File: src/rtl/jtopl_pkg.sv
// Shared constants and types for the OPL host-bus front end.
package jtopl_pkg;

    localparam int BUSY_ADDR_DEF = 12;
    localparam int BUSY_DATA_DEF = 84;

    // Fixed low nibble of the status byte, between the timer flags and busy.
    localparam logic [3:0] STATUS_LOW = 4'b0011;

    typedef enum logic {
        ST_IDLE   = 1'b0,
        ST_STROBE = 1'b1
    } drain_state_t;

endpackage

File: src/rtl/jtopl_fifo.sv
// Generic synchronous FIFO with show-ahead output and an occupancy counter.
module jtopl_fifo #(
    parameter int DW    = 17,
    parameter int DEPTH = 8
) (
    input  logic          clk,
    input  logic          rst,
    input  logic          push,
    input  logic          pop,
    input  logic [DW-1:0] din,
    output logic [DW-1:0] dout,
    output logic          full,
    output logic          empty
);

    localparam int AW = $clog2(DEPTH);

    logic [DW-1:0] mem [DEPTH];
    logic [AW-1:0] wr_ptr;
    logic [AW-1:0] rd_ptr;
    logic [AW:0]   count;
    logic          do_push;
    logic          do_pop;

    // A push into a full FIFO is dropped even if a pop frees a slot this cycle.
    assign do_push = push & ~full;
    assign do_pop  = pop & ~empty;

    assign full  = (count == (AW+1)'(DEPTH));
    assign empty = (count == '0);
    assign dout  = mem[rd_ptr];

    always_ff @(posedge clk) begin
        if (rst) begin
            wr_ptr <= '0;
            rd_ptr <= '0;
            count  <= '0;
        end else begin
            if (do_push) wr_ptr <= wr_ptr + 1'b1;
            if (do_pop)  rd_ptr <= rd_ptr + 1'b1;
            case ({do_push, do_pop})
                2'b10:   count <= count + 1'b1;
                2'b01:   count <= count - 1'b1;
                default: count <= count;
            endcase
        end
    end

    always_ff @(posedge clk) begin
        if (do_push) mem[wr_ptr] <= din;
    end

endmodule

File: src/rtl/jtopl_cpuif.sv
// Host-bus front end: edge-detected writes, bank-aware FIFO, cenop-paced
// register-write strobe, busy-time model and status byte.
module jtopl_cpuif
    import jtopl_pkg::*;
#(
    parameter int DEPTH     = 8,
    parameter int BANKS     = 1,
    parameter int BUSY_ADDR = BUSY_ADDR_DEF,
    parameter int BUSY_DATA = BUSY_DATA_DEF,
    parameter int PACE      = 2
) (
    input  logic       clk,
    input  logic       rst,
    input  logic       cenop,
    input  logic [7:0] din,
    input  logic [1:0] addr,
    input  logic       cs_n,
    input  logic       wr_n,
    input  logic       irq_n,
    input  logic       flag_A,
    input  logic       flag_B,
    output logic [7:0] dout,
    output logic       busy,
    output logic       ovf,
    output logic       reg_we,
    output logic       reg_bank,
    output logic [7:0] reg_addr,
    output logic [7:0] reg_din
);

    localparam int BMAX = (BUSY_DATA > BUSY_ADDR) ? BUSY_DATA : BUSY_ADDR;
    localparam int CW   = (BMAX > 1) ? $clog2(BMAX + 1) : 1;
    localparam int SW   = (PACE > 1) ? $clog2(PACE) : 1;

    logic          wr;
    logic          wr_l;
    logic          ev_addr;
    logic          ev_data;
    logic          bank_sel;
    logic [7:0]    idx;
    logic          bank;
    logic [CW-1:0] busy_cnt;
    logic [SW-1:0] space;
    logic [SW-1:0] space_nx;
    logic          we_nx;
    logic          pop;
    logic [16:0]   fifo_dout;
    logic          fifo_full;
    logic          fifo_empty;
    drain_state_t  state;
    drain_state_t  state_nx;

    // Only the falling edge of the combined strobe counts as a write.
    assign wr       = ~cs_n & ~wr_n;
    assign ev_addr  = wr & ~wr_l & ~addr[0];
    assign ev_data  = wr & ~wr_l &  addr[0];
    assign bank_sel = (BANKS == 2) ? addr[1] : 1'b0;

    assign busy = (busy_cnt != '0) | fifo_full;
    assign dout = {~irq_n, flag_A, flag_B, STATUS_LOW, busy};

    always_ff @(posedge clk) begin
        if (rst) begin
            wr_l     <= 1'b0;
            idx      <= '0;
            bank     <= 1'b0;
            busy_cnt <= '0;
            ovf      <= 1'b0;
        end else begin
            wr_l <= wr;
            if (ev_addr) begin
                idx  <= din;
                bank <= bank_sel;
            end
            if (ev_addr)
                busy_cnt <= CW'(BUSY_ADDR);
            else if (ev_data)
                busy_cnt <= CW'(BUSY_DATA);
            else if (cenop && busy_cnt != '0)
                busy_cnt <= busy_cnt - 1'b1;
            if (ev_data && fifo_full) ovf <= 1'b1;
        end
    end

    jtopl_fifo #(
        .DW    (17),
        .DEPTH (DEPTH)
    ) u_fifo (
        .clk   (clk),
        .rst   (rst),
        .push  (ev_data),
        .pop   (pop),
        .din   ({bank, idx, din}),
        .dout  (fifo_dout),
        .full  (fifo_full),
        .empty (fifo_empty)
    );

    always_comb begin
        state_nx = state;
        pop      = 1'b0;
        we_nx    = reg_we;
        space_nx = space;
        if (cenop && space != '0) space_nx = space - 1'b1;
        case (state)
            ST_IDLE: begin
                if (cenop && !fifo_empty && space == '0) begin
                    pop      = 1'b1;
                    we_nx    = 1'b1;
                    space_nx = SW'(PACE - 1);
                    state_nx = ST_STROBE;
                end
            end
            ST_STROBE: begin
                if (cenop) begin
                    we_nx    = 1'b0;
                    state_nx = ST_IDLE;
                    // With no pacing gap the strobe chains straight into the next entry.
                    if (PACE == 1 && !fifo_empty) begin
                        pop      = 1'b1;
                        we_nx    = 1'b1;
                        state_nx = ST_STROBE;
                    end
                end
            end
            default: state_nx = ST_IDLE;
        endcase
    end

    always_ff @(posedge clk) begin
        if (rst) begin
            state    <= ST_IDLE;
            reg_we   <= 1'b0;
            reg_bank <= 1'b0;
            reg_addr <= '0;
            reg_din  <= '0;
            space    <= '0;
        end else begin
            state  <= state_nx;
            reg_we <= we_nx;
            space  <= space_nx;
            if (pop) {reg_bank, reg_addr, reg_din} <= fifo_dout;
        end
    end

endmodule

File: config.mk
export PLATFORM = sky130hd
export DESIGN_NAME = jtopl_cpuif
export DESIGN_NICKNAME = d
export VERILOG_FILES = /design/src/rtl/jtopl_pkg.sv /design/src/rtl/jtopl_fifo.sv /design/src/rtl/jtopl_cpuif.sv
export SDC_FILE = /design/constraint.sdc
export NUM_CORES = 1
export LEC_CHECK = 0
export ABC_AREA = 0
export CAP_MARGIN = 20
export CORE_MARGIN = 2
export CORE_UTILIZATION = 58
export CTS_CLUSTER_DIAMETER = 150
export DETAILED_ROUTE_END_ITERATION = 10
export GPL_TIMING_DRIVEN = 0
export PLACE_DENSITY = 0.79
export RECOVER_POWER = 100
export SLEW_MARGIN = 10
export SYNTH_ARGS = -nofsm -noshare
export SYNTH_HDL_FRONTEND = slang
export SYNTH_SLANG_ARGS = --single-unit
File: constraint.sdc
create_clock -name clk -period 4.1 [get_ports clk]
set_input_delay 0.615 -clock clk [delete_from_list [all_inputs] [get_ports clk]]
set_output_delay 0.615 -clock clk [all_outputs]
set_load 0.01 [all_outputs]
**Word-level counts from Yosys, hierarchy flattened**

Memories as Yosys holds them, arrays and structs flattened. A register that Yosys moved wholly into a read port is not among the register bits.
Index checks and enable logic that the tools add are counted.

- Add/subtract/negate cells: 6
- Eq/ne operators: 5
- Mux-type cells: 16
- Bitwise operators: 16
- Reduce and logical (&&, ||, !) cells: 14

Operator list:

| cell | count |
|---|---|
| $mux W7 | 2 |
| $mux W1 | 10 |
| $not A1 Y1 | 9 |
| $pmux W4 S2 | 1 |
| $reduce_bool A7 Y1 | 1 |
| $sub A7 B1 Y7 const B | 1 |
| $add A3 B1 Y3 const B | 2 |
| $and A1 B1 Y1 | 6 |
| $logic_and A1 B1 Y1 | 5 |
| $add A4 B1 Y4 const B | 1 |
| $eq A4 B4 Y1 const B | 1 |
| $logic_not A4 Y1 | 1 |
| $mux W4 | 1 |
| $ne A2 B2 Y1 const B | 2 |
| $pmux W1 S2 | 2 |
| $reduce_bool A2 Y1 | 2 |
| $sub A4 B1 Y4 const B | 1 |
| $reduce_bool A3 Y1 | 1 |
| $reduce_or A3 Y1 | 1 |
| $eq A2 B1 Y1 const B | 1 |
| $eq A2 B2 Y1 const B | 1 |
| $reduce_and A2 Y1 | 1 |
| $reduce_or A2 Y1 | 1 |
| $logic_not A1 Y1 | 1 |
| 2 further kinds | 2 |

- Flip-flop bits (word level): 31
- RAM bits: 128
- Bits of input ports: 18
- Output and inout port bits: 28
- Logic and storage cells: 71
- Memories kept: 1

Memory list:

| name | depth | bits a word | read ports | clocked after Yosys merged registers in | write ports | RTL line | source |
|---|---|---|---|---|---|---|---|
| u_fifo.mem | 8 | 16 | 1 | 1 | 1 | jtopl_fifo.sv:18 | `logic [DW-1:0] mem [DEPTH];` |

**Longest topological paths before layout**

Gate-level depths: netlist of the first run.

- Depth after elaboration: 9
- Depth in mapped cells: 12
- Depth with buffers taken out: 10

**Cells and area by module**

A second synthesis of the first run with hierarchy kept.

- Cells, all modules: 454
- Area, all modules: 7489.7 um2

By module, submodules not included:

| module | instances | cells an instance | area each (um2) | sequential area each (um2) |
|---|---|---|---|---|
| jtopl_fifo | 1 | 271 | 5923.2 | 4344.2 |
| jtopl_cpuif | 1 | 183 | 1566.5 | 740.7 |

**Worst setup path before layout of the first run**

No wires, ideal clock.

- Path kind: input-to-reg
- Start: input port cs_n
- End: memory u_fifo.mem[0][0] in the netlist's numbering, enable pin
- Library setup time: 0.430 ns
- Arrival time: 2.826 ns
- Required time: 3.670 ns
- Slack: 0.844 ns
- Stages: 3
- Buffers on the path: 0
- Cell sequence: nor4b_2 > nand2_2 > nor4_1

- Cells in the longest elaborated chain, start to end: 7

Ends and longest elaborated chain:

| element | RTL line | source |
|---|---|---|
| start, declared | jtopl_cpuif.sv:17 | `input logic cs_n,` |
| $not A1 Y1 | jtopl_cpuif.sv:54 | `assign wr = ~cs_n & ~wr_n;` |
| $and A1 B1 Y1 | jtopl_cpuif.sv:54 |  |
| $and A1 B1 Y1 (2 in a row) | jtopl_cpuif.sv:56 | `assign ev_data = wr & ~wr_l & addr[0];` |
| $and A1 B1 Y1 | jtopl_fifo.sv:26 | `assign do_push = push & ~full;` |
| $mux W1 | jtopl_fifo.sv:50 | `if (do_push) mem[wr_ptr] <= din;` |
| $mux W1 (not written as such) | jtopl_fifo.sv:50 |  |
| end, declared | jtopl_fifo.sv:18 |  |

Every way passes these cells.

**Final worst setup path of the first run**

- Start: input port wr_n
- End: memory u_fifo.mem[5][8] in the netlist's numbering, enable pin

- Cells in the longest elaborated chain, start to end: 7

Ends and longest elaborated chain:

| element | RTL line | source |
|---|---|---|
| start, declared | jtopl_cpuif.sv:18 | `input logic wr_n,` |
| $not A1 Y1 | jtopl_cpuif.sv:54 |  |
| $and A1 B1 Y1 | jtopl_cpuif.sv:54 |  |
| $and A1 B1 Y1 (2 in a row) | jtopl_cpuif.sv:56 |  |
| $and A1 B1 Y1 | jtopl_fifo.sv:26 |  |
| $mux W1 | jtopl_fifo.sv:50 |  |
| $mux W1 (not written as such) | jtopl_fifo.sv:50 |  |

Every way passes these cells.

==> reports/results.env, run 1 <==
DRT_FIRST_ITER_VIOLATIONS=349
WORST-R2R-CELL-COUNT=4
CRITICAL_PATH_CLASS='in -> reg'
LARGEST_NET_DEGREE_AT_THE_START_OF_GLOBAL_ROUTING=17
ROWS=39
CLK_TRANSITION_REPORTED_PATHS_NS=0.06
WORSTHOLDPATHCELLS=2
YOSYS_REGISTER_BITS=174
CTS_TREE='yes'
POST_CTS.RESIZED_INSTANCES=0
POWER_PER_CELL_AREA_mW_PER_MM2=574
CLOCK_LATENCY_NS=0.43
INITIAL_UTILIZATION_PCT=59.6
ANTENNA_FOUND_INITIAL=0
TIGHTEST_SLEW_NS=1.18
YS_ASYNC_SR_FRACTION_PCT=0
DIE-AREA_MM2=0.0126
POWER.SEQUENTIAL.FRACTION_PCT=44.7
STATUS='finished, final reports clean'
GRT_FIRST_PASS_WIRELENGTH_MM=22.6
RATIO_OF_CELLS_WITH_DRIVE_ABOVE_1_IN_THE_FINAL_LAYOUT_PCT=19.9
FINAL_NUMBER_OF_HOLD_VIOLATING_ENDPOINTS=0
YS_FLOP_TYPE='edfxtp_1'
SYNTHDISTINCTLIBCELLS=46
CP_CELL_SEQUENCE='dlygate4sd3_1 -> nor4b_1 -> nand3_1 -> nor2_1 -> clkbuf_1'
NUMBER_OF_WARNINGS_REPORTED_IN_THE_YOSYS_SYNTHESIS_LOG=0
LAYOUT-AREA-OVERHEAD-VS-SYNTH_PCT=17.9
DIE_H_UM=112
SYNTH_AREA_LEADERS='edfxtp_1 (56%), dfxtp_1 (14%), mux4_2 (11%)'
ROUTE.FINAL.WIRE_LENGTH_MM=14.5
NUM_IO_PINS=46
FINAL_ANTENNA_NET_COUNT=0
TRACK_USAGE_PCT=24.8
N_ANTENNA_CELL=0
AVGVIACOUNTPERCELL=6.12
P_LEAK_nW=2.71
RSZ0062_AT_GRT='false'
WORST_PATH_LARGEST_CELL_DELAY_NS=0.77
SYNTH_TOP_AREA_CELL='edfxtp_1'
GPL.FINAL_WEIGHTED_CONGESTION=0.768
TIMING.FINAL.SETUP_VIOLATIONS=0
SETUP-TNS-FINAL_NS=0
SYNTHTOPCELLSBYCOUNT='edfxtp_1 (128), dfxtp_1 (46), mux4_2 (32)'
CTSHOLDBUFFERS=0
FIN_NETS=514
HOLD_CLASS='reg -> reg'
PERIOD_SHARE_PCT=86.7
SYNTH_ENABLE_FLOP_CELLS=128
GRT_PASS1_VIAS=4006
IO_BUFFERS=36
CTSHTREEMAXLEVEL=4
CRITICAL_PATH.STARTPOINT_TYPE='input port'
FILLERS=764
SYNTH_LARGEST_TYPE_AREA_FRACTION_PCT=56.5
FLOORPLAN.DIE.WIDTH_UM=112
HOLDCRITSTARTPOINT='reg_we'
CRIT_PATH_START='wr_n'
IR_DROP_mV=0.356
PWR-SHARE-COMB_PCT=20.6
CELL_AREA_SYNTH_MM2=0.00681
FINAL-SEQ-AREA_MM2=0.00476
POWER_REPORT.INTERNAL_TOTAL_W=0.00343
MAX-SLEW-MARGIN-REL_PCT=20.5
CTS_BUFFER_DEPTH=2
YOSYSMOSTFREQUENTCELL='edfxtp_1'
GLOBALROUTEOVERFLOWTOTAL=0
WHS_NS=0.456
CTS_NUM_SINKS=174
SLOWEST_STAGE='nor4b_1'
ACHIEVABLE-FREQUENCY_MHz=281
WORST_EP_ARRIVAL_TIME_NS=3.60
MAX_CAP_VIOLATIONS=0
MULTI_INPUT_GATE_AREA_IN_THE_FINAL_LAYOUT_MM2=0.00184
SLEW_VIOLATIONS=0
CLOCKROOTBUFFER='clkbuf_16'
CRITICAL_PATH.ENDPOINT_TYPE='flip-flop'
SYN_AREA_PER_CELL_UM2=16.3
NUM_VIAS=3952
FINALCRITICALPERIOD_NS=3.55
CORE_MM2=0.0114
SEQUENTIAL_CELL_AREA_FRACTION_IN_THE_YOSYS_REPORT_PCT=70.0
CRITICAL_PATH_REQUIRED_NS=4.15
POST-ROUTE-DRC-COUNT=0
WL_PER_CELL_UM=22.4
DETAILED_PLACE_HPWL_MM=9.64
CRITICAL_PATH.MAX_FANOUT=11
TRITONCTS.NUM_BUFFERS=17
P_SWITCHING_W=0.00118
DR.PASS1.ITERS=4
SW_SHARE_PCT=25.6
CTS_POST_SETUP_BUFFERS_INSERTED=0
CLOCK_SKEW_NS=0.0107
SOURCE_OF_THE_WORST_REGISTER_TO_REGISTER_TIMING_PATH='wr_l'
GATE_COUNT_POST_SYNTH=418
POWER.CLOCK.FRACTION_PCT=34.7
## sequential cells by signal, summed over array words and instances, names as in the netlist
signal / count
u_fifo.count: 4
wr_l: 1
u_fifo.mem: 128
state: 1
u_fifo.wr_ptr: 3
u_fifo.rd_ptr: 3
space: 1
ovf: 1
reg_addr: 8
reg_din: 8
reg_we: 1
idx: 8
busy_cnt: 7
## layout make-up
cell class              count  area share [%]
plain buffers              29            2.17
repair buffers             50            5.75
flip-flops and latches    174            59.4
clock buffers              24            5.88
clock inverters             8            1.42
multi-input cells         212            22.9
inverters                   6           0.312
well taps                 143            2.23
## power groups by stage
stage	Sequential [W]	Clock, W	Combinational (W)
6_report	0.00206	0.00160	0.000952
2_1_floorplan	0.00212	0	0.000646
3_3_place_gp	0.00209	0	0.000967
5_1_grt	0.00207	0.00168	0.00104
4_1_cts	0.00206	0.00162	0.00101
3_5_place_dp	0.00210	0	0.000999
## routing by layer
layer	up-vias	global-route usage [%]	wire (um)
met2	194	40.4	7510
met4	0	10.3	339
met1	1981	32.8	5680
met5	-	0	0
li1	1745	-	-
met3	32	5.45	965
## cells by family after synthesis
family / synth area share [%]
simple gates: 9.12
fa+ha+maj: 1.10
mux: 10.9
other cells: 0.110
flops: 70.0
compound gates: 4.85
buf+inv: 2.92
xor+xnor: 1.03
## cell usage in the layout (no fill, tap or decap), drive strengths merged, types with 2 or more instances in the layout
master / n
bufinv: 3
or4b: 2
clkdlybuf4s50: 3
nor2: 29
nor3b: 2
xor2: 5
nand2b: 2
o21ai: 11
o22ai: 16
or3: 5
edfxtp: 128
buf: 22
conb: 5
mux4: 32
nand3: 8
mux2i: 2
clkbuf: 45
ha: 6
dlygate4sd3: 33
dfxtp: 46
nor3: 25
a211oi: 2
xnor2: 3
inv: 6
clkinv: 5
a21oi: 19
nor4b: 2
o31ai: 2
nand2: 24
## per-stage QoR
stage | total power (W) | instances | util (%) | area [um^2] | setup WS [ns]
floorplan | 0.00276 | 421 | - | 6820 | 0.844
detailed placement | 0.00310 | 614 | 66.1 | 7550 | 0.506
global placement | 0.00306 | 600 | 64.4 | 7360 | -1.30
global route | 0.00480 | 646 | 70.3 | 8030 | 0.384
CTS | 0.00469 | 646 | 71.2 | 8140 | 0.881
finish | 0.00461 | 646 | 70.3 | 8030 | 0.546
## worst max-delay path, delay by kind of cell
family | cells | cell delay (ns)
simple gates | 3 | 1.74
buf+inv | 2 | 1.23
## path summary, 6_finish.rpt
path                                         end  slack [ns]
worst max-delay path            u_fifo.mem[5][8]        0.55
worst min-delay path                      reg_we        0.46
worst max register to register  u_fifo.mem[5][8]        1.05
worst min register to register            reg_we        0.46
Note: power is estimated with default switching activity, not from simulation.
==> inputs of run 2 (changes only) <==
--- a/config.mk
+++ b/config.mk
@@ -7,7 +7,7 @@
 export LEC_CHECK = 0
 export ABC_AREA = 0
 export CAP_MARGIN = 20
-export CORE_MARGIN = 2
+export CORE_MARGIN = 8
 export CORE_UTILIZATION = 58
 export CTS_CLUSTER_DIAMETER = 150
 export DETAILED_ROUTE_END_ITERATION = 10
==> reports/results.env, run 2 (same netlist as run 1, synthesis figures left out) <==
STATUS='finished, final reports clean'
FINALCRITICALPERIOD_NS=3.52
FLIP_FLOP_COUNT_OF_THE_LARGEST_REGISTER_AFTER_LAYOUT=128
GLOBALROUTE.BUSIESTLAYER='met2'
DIE-AREA_MM2=0.0155
TRITONCTS.NUM_BUFFERS=17
FINAL_COMMON_CELL='edfxtp_1'
DETAILED_PLACE_HPWL_MM=9.53
TRACK_USAGE_PCT=18.2
POST_CTS.RESIZED_INSTANCES=0
FINAL-SEQ-AREA_MM2=0.00476
LAYOUT-AREA-OVERHEAD-VS-SYNTH_PCT=17.3
WORST_EP_ARRIVAL_TIME_NS=3.88
IR_DROP_mV=0.462
NUM_VIAS=3850
MULTI_INPUT_GATE_AREA_IN_THE_FINAL_LAYOUT_MM2=0.00184
RATIO_OF_CELLS_WITH_DRIVE_ABOVE_1_IN_THE_FINAL_LAYOUT_PCT=21.5
GLOBALROUTEOVERFLOWTOTAL=0
DIE_H_UM=124
GROUTE.LAYER.MET1.USAGE_PCT=22.5
PERIOD_SHARE_PCT=85.9
LARGEST_NET_DEGREE_AT_THE_START_OF_GLOBAL_ROUTING=17
TIMING.FINAL.SETUP_VIOLATIONS=0
GROUTE.LAYER.MET2.USAGE_PCT=29.8
CTS_TREE='yes'
POWER_PER_CELL_AREA_mW_PER_MM2=563
CLK_TRANSITION_REPORTED_PATHS_NS=0.06
FLOORPLAN.DIE.WIDTH_UM=124
CLOCK_SKEW_NS=0.00722
CLOCK_LATENCY_NS=0.43
CRITICAL_PATH.MAX_FANOUT=8
CTSHTREEMAXLEVEL=4
SLEW_VIOLATIONS=0
TIGHTEST_SLEW_NS=1.08
RSZ0062_AT_GRT='false'
MAX-SLEW-MARGIN-REL_PCT=27.1
POST-ROUTE-UTIL_PCT=69.9
CRITICAL_PATH.STARTPOINT_TYPE='input port'
INITIAL_UTILIZATION_PCT=59.6
FINAL_ANTENNA_NET_COUNT=0
HOLD_CLASS='reg -> reg'
WL_PER_CELL_UM=21.7
CRITICAL_PATH.ENDPOINT_TYPE='flip-flop'
GRT_FIRST_PASS_WIRELENGTH_MM=21.3
TOP_REGISTER='u_fifo.mem'
GRT_PASS1_VIAS=3909
N_ANTENNA_CELL=0
CTSHOLDBUFFERS=0
CTS_NUM_SINKS=174
PLACED_CELLS_INCL_TAPS=609
GPL.FINAL_WEIGHTED_CONGESTION=0.822
DR.PASS1.ITERS=5
DRT_FIRST_ITER_VIOLATIONS=374
AVGVIACOUNTPERCELL=6.01
FIN_NETS=509
P_LEAK_nW=2.69
GRT_USE_MET3_PCT=4.51
FINAL_CELL_MIX='edfxtp_1 (128), dfxtp_1 (46), dlygate4sd3_1 (33)'
FINAL_NUMBER_OF_HOLD_VIOLATING_ENDPOINTS=0
IO_BUFFERS=36
CRITICAL_PATH_REQUIRED_NS=4.46
CRITICAL_PATH_CLASS='in -> reg'
CTS_POST_SETUP_BUFFERS_INSERTED=0
ACHIEVABLE-FREQUENCY_MHz=284
FILLERS=752
CORE_MM2=0.0114
CTS_BUFFER_DEPTH=2
ANTENNA_FOUND_INITIAL=0
POST-ROUTE-DRC-COUNT=0
STDCELL_COUNT=641
CLOCKROOTBUFFER='clkbuf_16'
NUM_IO_PINS=46
ROWS=39
ROUTE.FINAL.WIRE_LENGTH_MM=13.9
MAX_CAP_VIOLATIONS=0
==> run 2: final timing paths <==
path | startpoint | end | slack (ns) | cells after the start
min | reg_we | reg_we | 0.46 | 2
max | cs_n | u_fifo.count[2] | 0.58 | 10
max reg2reg | u_fifo.count[1] | u_fifo.count[2] | 0.72 | 12
min reg2reg | reg_we | reg_we | 0.46 | 2
==> run 2: routing by layer <==
layer | up-vias | wire, um
met5 | - | 0
met4 | 0 | 251
met3 | 22 | 1040
met2 | 162 | 6950
met1 | 1922 | 5680
li1 | 1744 | -
==> run 2: critical path, stage by stage <==
cell and delay [ns]:
dlygate4sd3_1 0.58, nor4b_1 0.94, nand2_2 0.32, ha_1 0.36
xor2_1 0.17, ha_1 0.19, a21oi_1 0.14, xor2_1 0.10
or3_1 0.32, a21oi_1 0.14
==> run 2: cell type report <==
cell class                 instances  area share [%]
buffer                            29            2.18
clock buffer                      18            5.37
clock inverter                    14            1.50
inverter                           6           0.298
multi-input combinational        212            23.1
sequential                       174            59.7
tap                              143            2.24
timing repair buffer              45            5.64
==> run 2: through the flow <==
stage	setup WS [ns]	hold WS [ns]	TNS, ns	power [W]	cell area [um^2]
2_1_floorplan	0.844	0.476	0	0.00276	6820
3_3_place_gp	-1.20	0.452	-42.38	0.00306	7360
3_5_place_dp	0.564	0.451	0	0.00309	7480
4_1_cts	0.909	0.461	0	0.00457	8030
5_1_grt	0.417	0.473	0	0.00466	7990
6_report	0.580	0.458	0	0.00450	7990
==> run 2: power by group <==
part / total, W / switching [W] / leakage (nW) / internal (W)
sequential: 0.00206 / 0.0000723 / 1.55 / 0.00199
clock: 0.00149 / 0.000654 / 0.266 / 0.000835
combinational: 0.000947 / 0.000494 / 0.873 / 0.000453
